**config.mk**
```make
export PLATFORM = sky130hd
export DESIGN_NAME = capture_ram_arbiter
export DESIGN_NICKNAME = d
export VERILOG_FILES = /design/src/rtl/capture_ram_arbiter.sv
export SDC_FILE = /design/constraint.sdc
export NUM_CORES = 1
export LEC_CHECK = 0
export CAP_MARGIN = 20
export CORE_ASPECT_RATIO = 2
export CORE_MARGIN = 2
export CORE_UTILIZATION = 58
export DETAILED_ROUTE_END_ITERATION = 12
export DONT_BUFFER_PORTS = 1
export PLACE_DENSITY = 0.76
export SYNTH_ARGS = -nofsm -noshare
export SYNTH_HDL_FRONTEND = slang
export SYNTH_SLANG_ARGS = --single-unit
```
**constraint.sdc**
```tcl
create_clock -name clk -period 4.4 [get_ports clk]
set_clock_uncertainty 0.2 [all_clocks]
set_input_delay 0.88 -clock clk [delete_from_list [all_inputs] [get_ports clk]]
set_output_delay 0.88 -clock clk [all_outputs]
set_load 0.01 [all_outputs]
```
**src/rtl/capture_ram_arbiter.sv**
```systemverilog
// capture_ram_arbiter: shares one single-port capture BRAM between the
// capture writer (always wins) and a credit-limited burst reader.
// Ports: clk/reset (sync, active-high); cap_* capture write strobe;
//   rd_start/rd_base/rd_count burst request, rd_busy/rd_done status;
//   m_data/m_valid/m_ready output stream; ram_* BRAM pins;
//   cap_wr_count saturating count of granted capture writes.
module capture_ram_arbiter #(
   parameter int ADDR_W     = 18,
   parameter int DATA_W     = 8,
   parameter int RD_LAT     = 2,
   parameter int FIFO_DEPTH = 4
) (
   input  logic              clk,
   input  logic              reset,
   input  logic              cap_en,
   input  logic              cap_we,
   input  logic [ADDR_W-1:0] cap_addr,
   input  logic [DATA_W-1:0] cap_data,
   input  logic              rd_start,
   input  logic [ADDR_W-1:0] rd_base,
   input  logic [ADDR_W:0]   rd_count,
   output logic              rd_busy,
   output logic              rd_done,
   output logic [DATA_W-1:0] m_data,
   output logic              m_valid,
   input  logic              m_ready,
   output logic              ram_en,
   output logic              ram_we,
   output logic [ADDR_W-1:0] ram_addr,
   output logic [DATA_W-1:0] ram_wdata,
   input  logic [DATA_W-1:0] ram_rdata,
   output logic [ADDR_W:0]   cap_wr_count
);

   localparam int PW = $clog2(FIFO_DEPTH);
   localparam int CW = PW + 1;
   localparam int OW = CW + 2;
   localparam logic [OW-1:0] DEPTH = OW'(FIFO_DEPTH);
   localparam logic [ADDR_W:0] WR_MAX = {1'b1, {ADDR_W{1'b0}}};

   typedef enum logic [1:0] {IDLE, ISSUE, DRAIN} state_t;

   state_t              state, state_nx;
   logic [ADDR_W-1:0]   rd_addr, rd_addr_nx, issue_addr;
   logic [ADDR_W:0]     rd_left, rd_left_nx;
   logic                wr_grant, rd_issue, done_nx;
   logic                pop, push, out_load;
   logic                fifo_wr, fifo_rd, credit_ok;
   logic [RD_LAT-1:0]   vld_sr;
   logic [CW-1:0]       inflight, fifo_cnt;
   logic [PW-1:0]       wptr, rptr;
   logic [OW-1:0]       occ;
   logic [DATA_W-1:0]   fifo_mem [FIFO_DEPTH];

   assign wr_grant = cap_en & cap_we;
   assign pop      = m_valid & m_ready;
   assign push     = vld_sr[RD_LAT-1];
   assign out_load = !m_valid || pop;
   assign fifo_rd  = out_load && (fifo_cnt != '0);
   assign fifo_wr  = push && !(out_load && (fifo_cnt == '0));

   // The word leaving this cycle frees its slot for the next issue,
   // which is what sustains one word per cycle.
   assign occ = OW'(inflight) + OW'(fifo_cnt)
              + OW'(m_valid) - OW'(pop);
   assign credit_ok = occ < DEPTH;

   always_ff @(posedge clk) begin
      if (reset) state <= IDLE;
      else       state <= state_nx;
   end

   // Read decisions are made one cycle ahead of the registered BRAM pins,
   // so a start accepted in IDLE already schedules the first read.
   always_comb begin
      state_nx   = state;
      rd_addr_nx = rd_addr;
      rd_left_nx = rd_left;
      issue_addr = rd_addr;
      rd_issue   = 1'b0;
      done_nx    = 1'b0;
      unique case (state)
         IDLE: begin
            if (rd_start) begin
               if (rd_count == '0) begin
                  done_nx = 1'b1;
               end else begin
                  state_nx   = ISSUE;
                  issue_addr = rd_base;
                  rd_issue   = !wr_grant && credit_ok;
                  rd_addr_nx = rd_base + ADDR_W'(rd_issue);
                  rd_left_nx = rd_count - (ADDR_W+1)'(rd_issue);
               end
            end
         end
         ISSUE: begin
            if (rd_left == '0) begin
               state_nx = DRAIN;
            end else begin
               rd_issue = !wr_grant && credit_ok;
               if (rd_issue) begin
                  rd_addr_nx = rd_addr + ADDR_W'(1);
                  rd_left_nx = rd_left - (ADDR_W+1)'(1);
               end
            end
         end
         DRAIN: begin
            if (inflight == '0 && fifo_cnt == '0 && pop) begin
               state_nx = IDLE;
               done_nx  = 1'b1;
            end
         end
         default: state_nx = IDLE;
      endcase
   end

   always_ff @(posedge clk) begin
      if (fifo_wr) fifo_mem[wptr] <= ram_rdata;
   end

   always_ff @(posedge clk) begin
      if (reset) begin
         rd_addr      <= '0;
         rd_left      <= '0;
         ram_en       <= 1'b0;
         ram_we       <= 1'b0;
         ram_addr     <= '0;
         ram_wdata    <= '0;
         vld_sr       <= '0;
         inflight     <= '0;
         fifo_cnt     <= '0;
         wptr         <= '0;
         rptr         <= '0;
         m_data       <= '0;
         m_valid      <= 1'b0;
         rd_busy      <= 1'b0;
         rd_done      <= 1'b0;
         cap_wr_count <= '0;
      end else begin
         rd_addr <= rd_addr_nx;
         rd_left <= rd_left_nx;
         ram_en  <= wr_grant | rd_issue;
         ram_we  <= wr_grant;
         if (wr_grant) begin
            ram_addr  <= cap_addr;
            ram_wdata <= cap_data;
         end else if (rd_issue) begin
            ram_addr <= issue_addr;
         end
         // Tag follows each read issued on the pins until its data returns.
         vld_sr[0] <= ram_en & ~ram_we;
         for (int i = 1; i < RD_LAT; i++) vld_sr[i] <= vld_sr[i-1];
         inflight <= inflight + CW'(rd_issue) - CW'(push);
         if (fifo_wr) wptr <= wptr + PW'(1);
         if (fifo_rd) rptr <= rptr + PW'(1);
         fifo_cnt <= fifo_cnt + CW'(fifo_wr) - CW'(fifo_rd);
         if (out_load) begin
            if (fifo_cnt != '0) begin
               m_data  <= fifo_mem[rptr];
               m_valid <= 1'b1;
            end else if (push) begin
               m_data  <= ram_rdata;
               m_valid <= 1'b1;
            end else begin
               m_valid <= 1'b0;
            end
         end
         rd_busy <= state_nx != IDLE;
         rd_done <= done_nx;
         if (wr_grant && cap_wr_count != WR_MAX)
            cap_wr_count <= cap_wr_count + (ADDR_W+1)'(1);
      end
   end

endmodule

```
# Yosys cells after proc, flatten, opt, wreduce, memory -nomap -nowiden
# Memories as Yosys holds them, arrays and structs flattened. A register that Yosys moved wholly into a read port is not among the register bits.
# Cells that the tools add are included.
# Widths: inputs -> output; s select.
# classes
add_sub_neg	14
n_reduce_logical	23
magnitude_cmp	1
mux	36
bitwise	5
eq_ne	7
# op_table
op	n
$mux 18	9
$mux 19	4
$logic_not 19->1	2
$pmux 19 s2	1
$pmux 18 s2	1
$add 19x1->19 const B	1
$ne 19x19->1 const B	1
$sub 19x1->19	1
$sub 19x1->19 const B	1
$add 18x1->18	1
$add 18x1->18 const B	1
$mux 8	2
$mux 2	6
$mux 1	10
$ne 2x2->1 const B	4
$reduce_bool 2->1	4
$logic_and 1x1->1	7
$add 3x1->3	2
$logic_not 3->1	2
$pmux 2 s3	1
$sub 3x1->3	2
$add 4x1->5	1
$lt 5x3->1 const B	1
$reduce_and 5->1	1
other kinds (14)	20
# totals
ramBits	32
word_cells	104
ff_bits	109
out_inout_bits	58
memories	1
# memory_table
memory	depth	width	read_ports	rd_ports_with_merged_regs	wr	line	text
fifo_mem	4	8	1	1	1	53	logic [DATA_W-1:0] fifo_mem [FIFO_DEPTH];

# Depth between registers and ports, before layout
# Gate-level depths: netlist of run 1.
# depth
word_depth	10
mapped_depth	17
ltp_nobuf	16

# Least setup slack after synthesis of run 1
# No wires, ideal clock.
# synth_timing
kind	input-to-reg
start	in m_ready
end	reg rd_left[14]
t_arrival_ns	4.113
stages	17
path_slack_ns	0.017
n_path_buf	1
cell_sequence	and2_1 > ha_1 > inv_1 > ha_1 > a21o_1 > a211oi_1 > a211oi_1 > nor2_1 > ha_1 > ha_1 > or3b_2 > clkbuf_1 > nor4_2 > nand2_1 > xor2_1 > a211o_1 > a21oi_1
# synth_via
elab_chain_cells	8
word_cells_on_any_way	10
cone_classes	add/sub (2); order compare (1); eq/ne (1); mux (3); bitwise (1); reduce/logical (2)
# synth_rtl
item	line	text
from (decl)	26	input logic m_ready,
$and 1x1->1 *	56	assign pop = m_valid & m_ready;
$sub 5x1->5 *	65	+ OW'(m_valid) - OW'(pop);
$lt 5x3->1 *	66	assign credit_ok = occ < DEPTH;
$logic_and 1x1->1 *	90, 100	
$sub 19x1->19	92	rd_left_nx = rd_count - (ADDR_W+1)'(rd_issue);
$mux 19	85	if (rd_count == '0) begin
$mux 19	84	if (rd_start) begin
$pmux 19 s2	82	unique case (state)
to (signal assigned)	141	rd_left <= rd_left_nx;
to (decl)	45	logic [ADDR_W:0] rd_left, rd_left_nx;
# Every way passes the cells marked *; elsewhere a longest branch is shown, timed or not. The select of a mux whose other input is x is not followed.
# A chain may end at the register's enable or synchronous reset.

# Worst setup path after layout of run 1
# Ends and elaborated chain as after synthesis.

==> impl_metrics.json, run 1 <==
{
  "num_io_pins": 135,
  "combPwrFrac_pct": 35.3,
  "grt_pass1_wl_um": 33800,
  "firstDrtPassIters": 4,
  "overflow": 0,
  "maxCapViolCount": 0,
  "clock_latency_ns": 0.42,
  "die_width_um": 87.6,
  "synth.avg_cell_area_um2": 8.51,
  "crit_start": "m_ready",
  "slew_violations": 0,
  "r2r_slack_ns": 0.43,
  "layout_common_cells": "dfxtp_1, nor2_1, o21ai_0, a21oi_1, nand2_1",
  "fmax_mhz": 249,
  "post-route-util_pct": 63.9,
  "final_nets": 1036,
  "die_area_um2": 15000,
  "ys_warn_count": 0,
  "wl_per_cell_um": 18.3,
  "syn-instance-count": 953,
  "ys_ff_latch": 143,
  "r2r-start": "inflight[2]$_SDFF_PP0_",
  "cp.arrival_ns": 4.18,
  "gp_congestion": 0.964,
  "htreeDepth": 4,
  "finalWirelength_um": 20800,
  "route.detailed.drc": 0,
  "cts_resized": 0,
  "r2r-end": "rd_left[14]$_SDFFE_PP0P_",
  "grt_antenna_before_repair": 0,
  "worstHoldPathType": "flip-flop to flip-flop",
  "clock_sinks": 143,
  "preCtsSetupSlack_ns": -0.0320,
  "clockPowerShare_pct": 28.2,
  "netlist_area_um2": 8110,
  "outcome": "complete, no violations",
  "hold_viol_final": 0,
  "finalWorstSetupSlack_ns": 0.382,
  "power_w": 0.00516,
  "grt_pass1_vias": 7065,
  "worst-setup-path-type": "input port to flip-flop",
  "die_h_um": 171,
  "power_switching_w": 0.00202,
  "synth.distinct_cells": 72,
  "path_clk_slew_ns": 0.07,
  "numPortBuffers": 0,
  "insertedDiodeCount": 0,
  "syn2layout_area_growth_pct": 8.78,
  "p_per_area_nw_per_um2": 585,
  "cts_tree": "yes",
  "row_count": 61,
  "grt_setup_unrepaired": "no",
  "holdPathStages": 1,
  "required_ns": 4.56,
  "fin_crit_sh_pct": 91.3,
  "start_util_pct": 58.7,
  "antenna_left": 0,
  "worst_slew_pin_slew_ns": 0.953,
  "grt_max_degree": 115,
  "cp-endpoint": "rd_left[14]$_SDFFE_PP0P_",
  "leakage_nw": 3.08,
  "core_region_area_um2": 13800,
  "r2r_cells": 17,
  "relSlewSlack_pct": 36.0,
  "synth-main-ff-cell": "dfxtp_1",
  "cts_root_buf": "clkbuf_16",
  "drt_iter0_drc": 360,
  "cp-end-kind": "flip-flop",
  "internal-power_w": 0.00313,
  "seqPwrFrac_pct": 36.5,
  "ctsHoldBuffers": 0,
  "dr_total_vias": 7051,
  "synth_nets": 1054,
  "final_common_cell": "dfxtp_1",
  "clockBufferDepth": 2,
  "async_reset_ff_share_pct": 0,
  "synth_edf_count": 32,
  "ys_seq_area_share_pct": 39.2,
  "cts_buffers": 17,
  "cts_post_setup_buffers_inserted": 0,
  "startpoint_type": "input port",
  "track_usage_pct": 28.3,
  "holdWs_ns": 0.239,
  "layout-drive-gt1-share_pct": 9.18,
  "finalSetupViolations": 0,
  "hpwl_um": 14700,
  "via_per_inst": 6.20,
  "switching_share_pct": 39.2,
  "layout_min_cycle_time_ns": 4.02,
  "peakVddDrop_v": 0.000413,
  "worstPathMaxFanout": 5
}
[synthesized netlist by cell type, types with 3 or more instances]
master / number / area share [%]
nand2b_1: 6 / 0.46
nor4_1: 29 / 2.2
nand4_1: 12 / 0.93
nor3b_1: 5 / 0.46
nand2_1: 74 / 3.4
edfxtp_1: 32 / 12
clkbuf_8: 6 / 1.0
and3_1: 8 / 0.62
ha_1: 22 / 3.4
and4_1: 3 / 0.32
a31oi_1: 8 / 0.62
buf_2: 8 / 0.49
o31ai_1: 5 / 0.46
mux4_2: 8 / 2.2
clkbuf_1: 36 / 1.7
mux2i_1: 11 / 1.4
nor2b_1: 9 / 0.69
or3_1: 29 / 2.2
inv_1: 30 / 1.4
dfxtp_1: 111 / 27
o21ai_0: 91 / 5.6
nand3_1: 39 / 2.4
o22ai_1: 3 / 0.23
nand3b_1: 4 / 0.37
nor4b_1: 3 / 0.32
nor3_1: 23 / 1.4
and2_1: 8 / 0.62
nor2_1: 99 / 4.6
a211oi_1: 29 / 2.7
o211ai_1: 10 / 0.93
a21oi_1: 89 / 5.5
or4_1: 3 / 0.28
buf_1: 3 / 0.14
buf_6: 6 / 0.83
xor2_1: 17 / 1.8
xnor2_1: 30 / 3.2
o32ai_1: 3 / 0.32
[critical path, stage by stage]
cell	delay, ns
and2_1	0.15
ha_1	0.27
inv_1	0.04
ha_1	0.26
a21o_1	0.22
a211oi_1	0.26
a211oi_1	0.10
nor2_1	0.22
ha_1	0.23
ha_1	0.16
or3b_2	0.46
nor4_2	0.14
buf_4	0.17
nand2_1	0.06
xor2_1	0.14
a211o_1	0.28
a21oi_1	0.13
[layout make-up]
class	count	area (um2)
clock inverters	15	193
flip-flops and latches	143	3180
multi-input cells	717	4450
repair buffers	25	220
inverters	31	116
fillers	1189	4990
clock buffers	17	425
well taps	189	236
[flip-flops by register name, summed over array words and instances (netlist names), 3 cells and up, named ones only]
signal,flops
fifo_mem,32
cap_wr_count,19
rd_left,19
ram_addr,18
rd_addr,18
m_data,8
ram_wdata,8
fifo_cnt,3
inflight,3
[per-stage QoR]
| stage | TNS (ns) | std cells | cell area (um2) |
|---|---|---|---|
| finish | 0 | 1137 | 8820 |
| CTS | 0 | 1136 | 8800 |
| global route | 0 | 1137 | 8820 |
| detailed placement | -0.0320 | 1104 | 8180 |
| floorplan | 0 | 953 | 8110 |
| global placement | 0 | 1103 | 8170 |
[power groups by stage]
stage / clock network, W / registers [W] / logic [W]
after floorplan: 0 / 0.00179 / 0.00150
after global placement: 0 / 0.00190 / 0.00176
after detailed placement: 0 / 0.00191 / 0.00180
after CTS: 0.00147 / 0.00188 / 0.00181
after global routing: 0.00153 / 0.00192 / 0.00205
final: 0.00145 / 0.00188 / 0.00182
[worst min path at each step]
stage / startpoint / endpoint / slack (ns)
2_1_floorplan: vld_sr[0]$_SDFF_PP0_ / vld_sr[1]$_SDFF_PP0_ / 0.21
3_3_place_gp: vld_sr[0]$_SDFF_PP0_ / vld_sr[1]$_SDFF_PP0_ / 0.22
3_5_place_dp: vld_sr[0]$_SDFF_PP0_ / vld_sr[1]$_SDFF_PP0_ / 0.23
4_1_cts: vld_sr[0]$_SDFF_PP0_ / vld_sr[1]$_SDFF_PP0_ / 0.24
5_1_grt: vld_sr[0]$_SDFF_PP0_ / vld_sr[1]$_SDFF_PP0_ / 0.27
6_report: vld_sr[0]$_SDFF_PP0_ / vld_sr[1]$_SDFF_PP0_ / 0.24
[per-layer routing]
layer	vias up	part of all wire [%]	GRT usage (%)
li1	3433	-	-
met1	3337	36	29.5
met2	229	55	52.6
met3	52	5.6	6.19
met4	0	3.4	12.5
met5	-	0	0
[cells by family after synthesis]
group | share of synthesized area [%]
XOR/XNOR | 5.07
adder cells (fa/ha/maj) | 3.89
AND/OR/NAND/NOR | 23.1
buffers and inverters | 6.15
AO/OA/AOI/OAI | 19.0
flip-flops | 39.2
multiplexers | 3.58
No activity file was read; power rests on OpenSTA's default activity.
==> inputs of run 2 (changes only) <==
--- a/config.mk
+++ b/config.mk
@@ -11,7 +11,9 @@
 export CORE_UTILIZATION = 58
 export DETAILED_ROUTE_END_ITERATION = 12
 export DONT_BUFFER_PORTS = 1
+export GPL_ROUTABILITY_DRIVEN = 0
 export PLACE_DENSITY = 0.76
+export RECOVER_POWER = 50
 export SYNTH_ARGS = -nofsm -noshare
 export SYNTH_HDL_FRONTEND = slang
 export SYNTH_SLANG_ARGS = --single-unit
==> run 2 against run 1 <==
Effect of this change: the run now ends with max-capacitance violations, max-slew violations left; die area did not move; sequential power about the same; sequential cell count unchanged; largest cell class unchanged.
==> impl_metrics.json, run 2 (same netlist as run 1, synthesis figures left out) <==
{
  "dr_total_vias": 7047,
  "core_region_area_um2": 13800,
  "clockBufferDepth": 2,
  "worstHoldPathType": "flip-flop to flip-flop",
  "largestRegisters": "fifo_mem x32, cap_wr_count x19, rd_left x19",
  "hpwl_um": 14500,
  "worstPathMaxFanout": 5,
  "maxCapViolCount": 1,
  "leakage_nw": 3.06,
  "fillers": 1186,
  "final_common_cell": "dfxtp_1",
  "post-route-util_pct": 63.6,
  "worst_slew_pin_slew_ns": 1.86,
  "worst-setup-path-type": "input port to flip-flop",
  "cp-end-kind": "flip-flop",
  "via_per_inst": 6.19,
  "peakVddDrop_v": 0.000403,
  "relSlewSlack_pct": -23.7,
  "final_nets": 1036,
  "cts_post_setup_buffers_inserted": 0,
  "grt_max_degree": 115,
  "track_usage_pct": 28.0,
  "layout_min_cycle_time_ns": 4.08,
  "hold_viol_final": 0,
  "r2r_slack_ns": 0.36,
  "antenna_left": 0,
  "clock_sinks": 143,
  "grt_setup_unrepaired": "no",
  "syn2layout_area_growth_pct": 8.24,
  "clock_latency_ns": 0.43,
  "finalSetupViolations": 0,
  "start_util_pct": 58.7,
  "layout-drive-gt1-share_pct": 8.86,
  "die_width_um": 87.6,
  "die_h_um": 171,
  "finalWirelength_um": 20500,
  "fin_crit_sh_pct": 92.8,
  "num_io_pins": 135,
  "regMostFlops": "fifo_mem",
  "row_count": 61,
  "fin_area_um2": 8780,
  "largest_reg_flops": 32,
  "required_ns": 4.57,
  "cp.arrival_ns": 4.25,
  "route.detailed.drc": 0,
  "layout_common_cells": "dfxtp_1, nor2_1, o21ai_0, a21oi_1, nand2_1",
  "cts_buffers": 17,
  "outcome": "finished, violations left",
  "fin_setup_tns_ns": 0,
  "fmax_mhz": 245,
  "placedCellCount": 1105,
  "firstDrtPassIters": 5,
  "grt_antenna_before_repair": 0,
  "die_area_um2": 15000,
  "cts_resized": 0,
  "path_clk_slew_ns": 0.07,
  "drt_iter0_drc": 370,
  "cts_root_buf": "clkbuf_16",
  "overflow": 0,
  "grt_pass1_vias": 6973,
  "grt_pass1_wl_um": 33100,
  "final_cells": 1139,
  "p_per_area_nw_per_um2": 584,
  "cts_tree": "yes",
  "startpoint_type": "input port",
  "numPortBuffers": 0,
  "wl_per_cell_um": 18.0,
  "slew_violations": 48,
  "placed_cell_area_um2": 8170,
  "htreeDepth": 4,
  "ctsHoldBuffers": 0,
  "power_w": 0.00513,
  "violations": "max-capacitance violations, max-slew violations"
}
[run 2: critical path, cell delays in order]
cell and delay (ns):
and2_1 0.15, ha_1 0.27, inv_1 0.04, ha_1 0.28
a21o_1 0.22, a211oi_1 0.24, a211oi_1 0.09, nor2_1 0.24
ha_1 0.24, ha_1 0.18, or3b_2 0.47, nor4_2 0.14
buf_4 0.17, nand2_1 0.06, xor2_1 0.14, a211o_1 0.28
a21oi_1 0.14
[run 2: per-layer routing]
| layer | vias up | global-route usage [%] | share of wire, % |
|---|---|---|---|
| met5 | - | 0 | 0 |
| met2 | 220 | 49.7 | 54 |
| met1 | 3337 | 29.9 | 37 |
| met3 | 52 | 6.53 | 5.3 |
| met4 | 0 | 15.1 | 3.4 |
| li1 | 3438 | - | - |
[run 2: path summary, 6_finish.rpt]
path | startpoint | to | cells after the start
max | m_ready | rd_left[14]$_SDFFE_PP0P_ | 17
min | vld_sr[0]$_SDFF_PP0_ | vld_sr[1]$_SDFF_PP0_ | 1
max reg2reg | m_valid$_SDFFE_PP0P_ | rd_left[14]$_SDFFE_PP0P_ | 17
min reg2reg | vld_sr[0]$_SDFF_PP0_ | vld_sr[1]$_SDFF_PP0_ | 1
[run 2: power by group]
part	switching (W)	internal (W)	total (W)	leakage, nW
registers	0.000296	0.00158	0.00187	1.20
clock network	0.000681	0.000771	0.00145	0.298
logic	0.00103	0.000767	0.00180	1.57
[run 2: final cells by class]
cell class | count | area (um2) | share of cell area (%)
repair buffers | 25 | 180 | 2.05
inverters | 31 | 116 | 1.33
clock buffers | 17 | 425 | 4.85
multi-input cells | 717 | 4440 | 50.6
clock inverters | 15 | 189 | 2.15
flip-flops and latches | 143 | 3180 | 36.3
well taps | 189 | 236 | 2.69
diodes | 2 | 5.00 | 0.0570
[run 2: through the flow]
step	setup slack [ns]	hold slack, ns
after floorplan	0.0169	0.214
after global placement	0.00135	0.224
after detailed placement	-0.131	0.231
after CTS	0.315	0.254
after global routing	0.0921	0.282
final	0.318	0.244
